==> config.mk <==
export PLATFORM = sky130hd
export DESIGN_NAME = i2c_target_rx
export DESIGN_NICKNAME = d
export VERILOG_FILES = /design/src/rtl/i2c_target_rx.sv
export SDC_FILE = /design/constraint.sdc
export NUM_CORES = 1
export LEC_CHECK = 0
export ABC_AREA = 1
export BUFFER_PORTS_ARGS = -buffer_cell sky130_fd_sc_hd__clkbuf_2
export CAP_MARGIN = 25
export CORE_MARGIN = 2
export CORE_UTILIZATION = 35
export CTS_BUF_LIST = sky130_fd_sc_hd__clkbuf_4
export CTS_CLUSTER_SIZE = 10
export DETAILED_ROUTE_END_ITERATION = 10
export HOLD_SLACK_MARGIN = 0.15
export PLACE_DENSITY_LB_ADDON = 0.1
export SLEW_MARGIN = 0
export SYNTH_ARGS = -nofsm -noshare
export SYNTH_HDL_FRONTEND = slang
export SYNTH_SLANG_ARGS = --single-unit
==> constraint.sdc <==
create_clock -name clk -period 1.4 [get_ports clk]
set_clock_uncertainty 0.2 [all_clocks]
set_input_delay 0.42 -clock clk [delete_from_list [all_inputs] [get_ports clk]]
set_output_delay 0.42 -clock clk [all_outputs]
set_load 0.005 [all_outputs]
==> src/rtl/i2c_target_rx.sv <==
// Write-only I2C target: receives bytes addressed to TARGET_ADDR, ACKs them,
// and stretches SCL while the single-entry holding register is still occupied.
module i2c_target_rx #(
  parameter logic [6:0] TARGET_ADDR = 7'h50
) (
  input  logic       clk,
  input  logic       rst,
  input  logic       scl_in,
  input  logic       sda_in,
  output logic       scl_oe,
  output logic       sda_oe,
  output logic [7:0] rx_data,
  output logic       rx_valid,
  input  logic       rx_ready,
  output logic       rx_first,
  output logic       busy
);

  typedef enum logic [2:0] {
    IDLE, ADDR, ADDR_ACK, DATA, STRETCH, DATA_ACK, IGNORE
  } state_t;

  state_t     state, state_next;
  logic       scl_meta, scl_s, scl_d;
  logic       sda_meta, sda_s, sda_d;
  logic [2:0] cnt, cnt_next;
  logic [7:0] shift, shift_next;
  logic       byte_done, byte_done_next;
  logic       first, first_next;
  logic       sda_oe_next, scl_oe_next;
  logic       load;
  logic       start_cond, stop_cond, scl_rise, scl_fall;

  // Synchronizers reset to 1 so an idle bus is assumed out of reset.
  always_ff @(posedge clk or negedge rst) begin
    if (!rst) begin
      scl_meta <= 1'b1;
      scl_s    <= 1'b1;
      scl_d    <= 1'b1;
      sda_meta <= 1'b1;
      sda_s    <= 1'b1;
      sda_d    <= 1'b1;
    end else begin
      scl_meta <= scl_in;
      scl_s    <= scl_meta;
      scl_d    <= scl_s;
      sda_meta <= sda_in;
      sda_s    <= sda_meta;
      sda_d    <= sda_s;
    end
  end

  assign start_cond = scl_s & scl_d & sda_d & ~sda_s;
  assign stop_cond  = scl_s & scl_d & ~sda_d & sda_s;
  assign scl_rise   = scl_s & ~scl_d;
  assign scl_fall   = ~scl_s & scl_d;

  always_comb begin
    state_next     = state;
    cnt_next       = cnt;
    shift_next     = shift;
    byte_done_next = byte_done;
    first_next     = first;
    sda_oe_next    = sda_oe;
    scl_oe_next    = scl_oe;
    load           = 1'b0;
    if (start_cond) begin
      state_next     = ADDR;
      cnt_next       = 3'd0;
      byte_done_next = 1'b0;
      sda_oe_next    = 1'b0;
      scl_oe_next    = 1'b0;
    end else if (stop_cond) begin
      state_next     = IDLE;
      byte_done_next = 1'b0;
      sda_oe_next    = 1'b0;
      scl_oe_next    = 1'b0;
    end else begin
      case (state)
        ADDR, DATA: begin
          if (scl_rise) begin
            shift_next = {shift[6:0], sda_s};
            cnt_next   = cnt + 3'd1;
            if (cnt == 3'd7) byte_done_next = 1'b1;
          end else if (scl_fall && byte_done) begin
            // Decisions wait for the fall after bit 8 so SDA only moves while SCL is low.
            byte_done_next = 1'b0;
            if (state == DATA) begin
              state_next = STRETCH;
            end else if (shift[7:1] == TARGET_ADDR && !shift[0]) begin
              sda_oe_next = 1'b1;
              state_next  = ADDR_ACK;
            end else begin
              state_next = IGNORE;
            end
          end
        end
        ADDR_ACK: begin
          if (scl_fall) begin
            sda_oe_next = 1'b0;
            first_next  = 1'b1;
            state_next  = DATA;
          end
        end
        STRETCH: begin
          if (!rx_valid || rx_ready) begin
            load        = 1'b1;
            first_next  = 1'b0;
            sda_oe_next = 1'b1;
            scl_oe_next = 1'b0;
            state_next  = DATA_ACK;
          end else begin
            scl_oe_next = 1'b1;
          end
        end
        DATA_ACK: begin
          if (scl_fall) begin
            sda_oe_next = 1'b0;
            state_next  = DATA;
          end
        end
        default: ;
      endcase
    end
  end

  always_ff @(posedge clk or negedge rst) begin
    if (!rst) begin
      state     <= IDLE;
      cnt       <= 3'd0;
      shift     <= 8'h00;
      byte_done <= 1'b0;
      first     <= 1'b0;
      sda_oe    <= 1'b0;
      scl_oe    <= 1'b0;
    end else begin
      state     <= state_next;
      cnt       <= cnt_next;
      shift     <= shift_next;
      byte_done <= byte_done_next;
      first     <= first_next;
      sda_oe    <= sda_oe_next;
      scl_oe    <= scl_oe_next;
    end
  end

  // A load in the same cycle as a consume keeps rx_valid high with the new byte.
  always_ff @(posedge clk or negedge rst) begin
    if (!rst) begin
      rx_data  <= 8'h00;
      rx_valid <= 1'b0;
      rx_first <= 1'b0;
    end else if (load) begin
      rx_data  <= shift;
      rx_valid <= 1'b1;
      rx_first <= first;
    end else if (rx_valid && rx_ready) begin
      rx_valid <= 1'b0;
    end
  end

  assign busy = (state != IDLE);

endmodule

After elaboration in Yosys (flattened, before gate mapping) --
Index checks and enable logic that the tools add are counted.
Word-level totals: flip-flop bits (word level) 34, input bits 5, output and inout port bits 13, word-level logic and storage cells 111
Cells by class: add/sub/neg operators 1, equality and inequality tests 17, mux-type cells 41, bitwise gates (word level) 13, reduce and logical (&&, ||, !) cells 23
Operator list (count):
- $mux W3 | 12
- $mux W1 | 26
- $ne A4 B4 Y1 const B | 5
- $reduce_and A5 Y1 | 2
- $eq A3 B3 Y1 const B | 3
- $pmux W3 S3 | 1
- $reduce_bool A3 Y1 | 3
- $reduce_bool A2 Y1 | 4
- $and A1 B1 Y1 | 7
- $eq A7 B7 Y1 const B | 1
- $reduce_and A7 Y1 | 1
- $eq A3 B2 Y1 const B | 2
- $ne A2 B2 Y1 const B | 3
- $not A1 Y1 | 6
- $reduce_and A3 Y1 | 2
- $reduce_bool A5 Y1 | 1
- $ne A4 B1 Y1 const B | 1
- $ne A4 B3 Y1 const B | 1
- $reduce_and A4 Y1 | 1
- $reduce_bool A4 Y1 | 1
- $reduce_or A2 Y1 | 2
- $add A3 B1 Y3 const B | 1
- $eq A3 B1 Y1 const B | 1
- $logic_and A1 B1 Y1 | 3
- other kinds (4) | 5

Longest topological paths before layout --
depth after elaboration 9, gate-level depth with buffers 10, depth with buffers taken out 10

Worst setup path before layout --
Ideal clock, no wire load.
path kind register to register, start register sda_s, end register first, setup time 0.127 ns, data arrival time 1.211 ns, data required time 1.073 ns, slack -0.138 ns, stages on the path, launching flop included 8, path buffers 1, clock period less this slack 1.538 ns, path through dfstp_2 > inv_1 > nand4_4 > nand2_2 > inv_2 > nand3_2 > buf_6 > a21boi_2
Between the ends: word-level cells in the longest chain between the ends 4, elaborated cells between the ends (all ways) 6, classes of those cells 5 x bitwise; 1 x reduce/logical
RTL lines:
- start, declared | line 25 | logic sda_meta, sda_s, sda_d;
- start signal, assigned | line 48 | sda_s <= sda_meta;
- $not A1 Y1 | line 53 | assign start_cond = scl_s & scl_d & sda_d & ~sda_s;
- $and A1 B1 Y1 | line 53
- $not A1 Y1 (no source line)
- $reduce_and A5 Y1 (no source line) *
- end signal, assigned | line 141 | first <= first_next;
- end, declared | line 29 | logic first, first_next;
Mark *: on every way between the ends. The rest lies on a longest branch, timed or not. A chain may end at the register's enable or synchronous reset.

Worst setup path in the final report --
start register state[1], end output busy
Between the ends: word-level cells in the longest chain between the ends 1
RTL lines:
- start, declared | line 23 | state_t state, state_next;
- start signal, assigned | line 137 | state <= state_next;
- $reduce_bool A3 Y1 | line 162 | assign busy = (state != IDLE);
- end, declared | line 16 | output logic busy
Every way passes these cells.

==> metrics.yaml <==
worst_setup_path:
  crit_type: "reg2out"
  required_ps: 780
  path_cells: "nor2_2 -> buf_4 -> nand2_1 -> clkbuf_2"
  crit_fanout: 2
  cp_slowest_cell: "dfrtp_1"
  start_kind: "flip-flop"
  r2r_slack_ps: -360
  r2r-start: "scl_d"
  arrival_ps: 1150
  setup.worst_path.end: "busy"
  r2r_cells: 9
  reg2reg_to: "sda_oe"
  critPathMaxStageDelay_ps: 410
  crit_start: "state[1]"
  crit_path_end_kind: "output port"
drt:
  wl_mm: 4.20
  drt_iter0_markers: 43
  drt_pass1_iterations: 4
  vias: 1445
  ant_nets: 0
  remaining_drc_errors: 0
  routedWlPerCell_um: 13.4
  avgViaCountPerCell: 4.60
timing:
  layout_setup_ws_ps: -370
  finalSetupViolCount: 41
  tightest_slew_ps: 363
  grt_setup_unrepaired: "true"
  relSlewSlack: 0.756
  period_needed_ps: 1770
  tns_ps: -7710
  hold_viol: 0
  slew_violations: 0
  fmax_mhz: 565
  fin_crit_sh: 1.26
grt:
  grt_max_degree: 35
  grt_pass1_vias: 1547
  overflow: 0
  grt_util_all_layers: 0.187
  grt_first_pass_wirelength_mm: 7.16
  antenna_found_initial: 0
yosys:
  seq_area_frac_synth: 0.558
  ys_top_cells_by_area: "dfrtp_1 (46%), nand2_1 (12%), dfstp_2 (10%)"
  synth_ff_type: "dfrtp_1"
  syn_inst: 177
  synth-edff-count: 0
  synth_async_sr_flop_share: 1.00
  postSynthRegisterBits: 34
  yosysWarningCount: 0
  syn_nets: 184
  yosysUniqueCellTypes: 24
  yosysTopAreaCell: "dfrtp_1"
  syn_area_mm2: 0.00154
  synth_common_cells: "nand2_1 (51), dfrtp_1 (28), inv_1 (22), nand3_1 (15), nor2_1 (13)"
  yosysMostFrequentCell: "nand2_1"
  synth_top_area_frac: 0.456
  syn_avg_cell_area_um2: 8.69
floorplan:
  die_area_mm2: 0.00494
  die_h_um: 70.3
  start_util: 0.358
  die_x_um: 70.3
  row_count: 24
  num_io_pins: 18
  fp.coreArea_mm2: 0.00429
cts:
  cts_buffers: 5
  clk_latency_ps: 340
  cts_root_buf: "clkbuf_4"
  htree_levels: 2
  cts.sinks: 34
  cts_max_path_buffers: 2
  clk_pin_slew_worst_paths_ps: 110
  cts_tree: "done"
finish:
  nets: 268
  diodes: 0
  drive_gt1_frac: 0.588
  final_cells: 314
  final_area_mm2: 0.00258
  fillerInstances: 379
  area_delta_synth_final_pct: 67.9
placement:
  dp_hpwl_mm: 2.25
  gp_congestion: 0.877
  place_inst: 274
  io_buffer_count: 17
  placed_area_mm2: 0.00193
power:
  power_density_mw_per_mm2: 1720
  ir_worst_vdd_mv: 0.732
  total_power_mw: 4.43
  p_leak_nw: 1.31
status:
  status: "finished with violations"
  violations: "setup timing"
flow_run:
  cap_violations: 0
worst_hold_path:
  hold_class: "reg2reg"
-- cells by family after synthesis --
kind of cell / synth area share
and+or+nand+nor: 0.255
AOI/OAI and AO/OA: 0.0944
adders and majority gates: 0.0163
buffers and inverters: 0.0757
DFF: 0.558
-- power breakdown --
part | internal [mW] | switching [mW]
Sequential | 1.25 | 0.184
Combinational | 1.23 | 1.21
Clock | 0.208 | 0.346
-- cells in the final DEF (no fill, tap or decap), drive strengths merged --
cell / instances
nor2: 14
dfrtp: 28
ha: 2
dfstp: 6
nor3: 2
clkbuf: 23
nand4: 2
o2111ai: 1
o211ai: 1
clkinv: 2
dlygate4sd3: 3
buf: 61
a21oi: 2
nand3: 16
o21ai: 20
a21o: 1
inv: 24
nand2: 53
a21boi: 1
-- layout make-up --
class                      instances  area [um^2]  share of cell area
timing repair buffer              81          703               0.272
multi-input combinational        115          803               0.311
inverter                          24         97.6              0.0378
tap                               52         65.1              0.0252
sequential                        34          858               0.333
clock inverter                     2         8.76             0.00339
clock buffer                       6         45.0              0.0175
-- metal layers --
| metal | track usage | vias up | share of wire |
|---|---|---|---|
| met3 | 0.0505 | 5 | 0.025 |
| met5 | 0 | - | 0 |
| met4 | 0.0662 | 0 | 0.015 |
| met1 | 0.219 | 686 | 0.44 |
| met2 | 0.328 | 18 | 0.52 |
| li1 | - | 736 | - |
-- critical path, delay by kind of cell, from the launching register on --
kind          cells  cell delay [ps]
flops             1              410
buf+inv           2              220
simple gates      2              180
-- worst min-delay path by stage --
stage,start,end,slack [ps],depth (start not counted)
4_1_cts,scl_meta,scl_s,160,0
3_3_place_gp,sda_meta,sda_s,150,0
5_1_grt,sda_meta,sda_s,170,0
2_1_floorplan,rst,byte_done,-80,0
6_report,scl_meta,scl_s,160,0
3_5_place_dp,scl_meta,scl_s,150,0
-- stage by stage --
step | hold WS [ps] | utilization | worst slack [ps]
3_3_place_gp | 145 | 0.449 | -247
3_5_place_dp | 147 | 0.449 | -256
4_1_cts | 163 | 0.578 | -363
5_1_grt | 166 | 0.601 | -449
2_1_floorplan | -75.6 | - | -138
6_report | 161 | 0.601 | -370
-- flip-flops by register name, indices dropped and copies added (netlist names), 3 cells and up --
register and flops:
rx_data 8, shift 8, cnt 3, state 3
-- what timing repair did --
item | 4_1_cts | 5_1_grt
pin swaps | 17 | 12
gates resized for setup | 60 | 42
cloned | 4 | 0
endpoints found under the setup margin | 41 | 41
buffers inserted | 24 | 5
hold endpoints to repair | 36 | 0
hold buffers | 3 | 0
No activity file was read; power rests on OpenSTA's default activity.
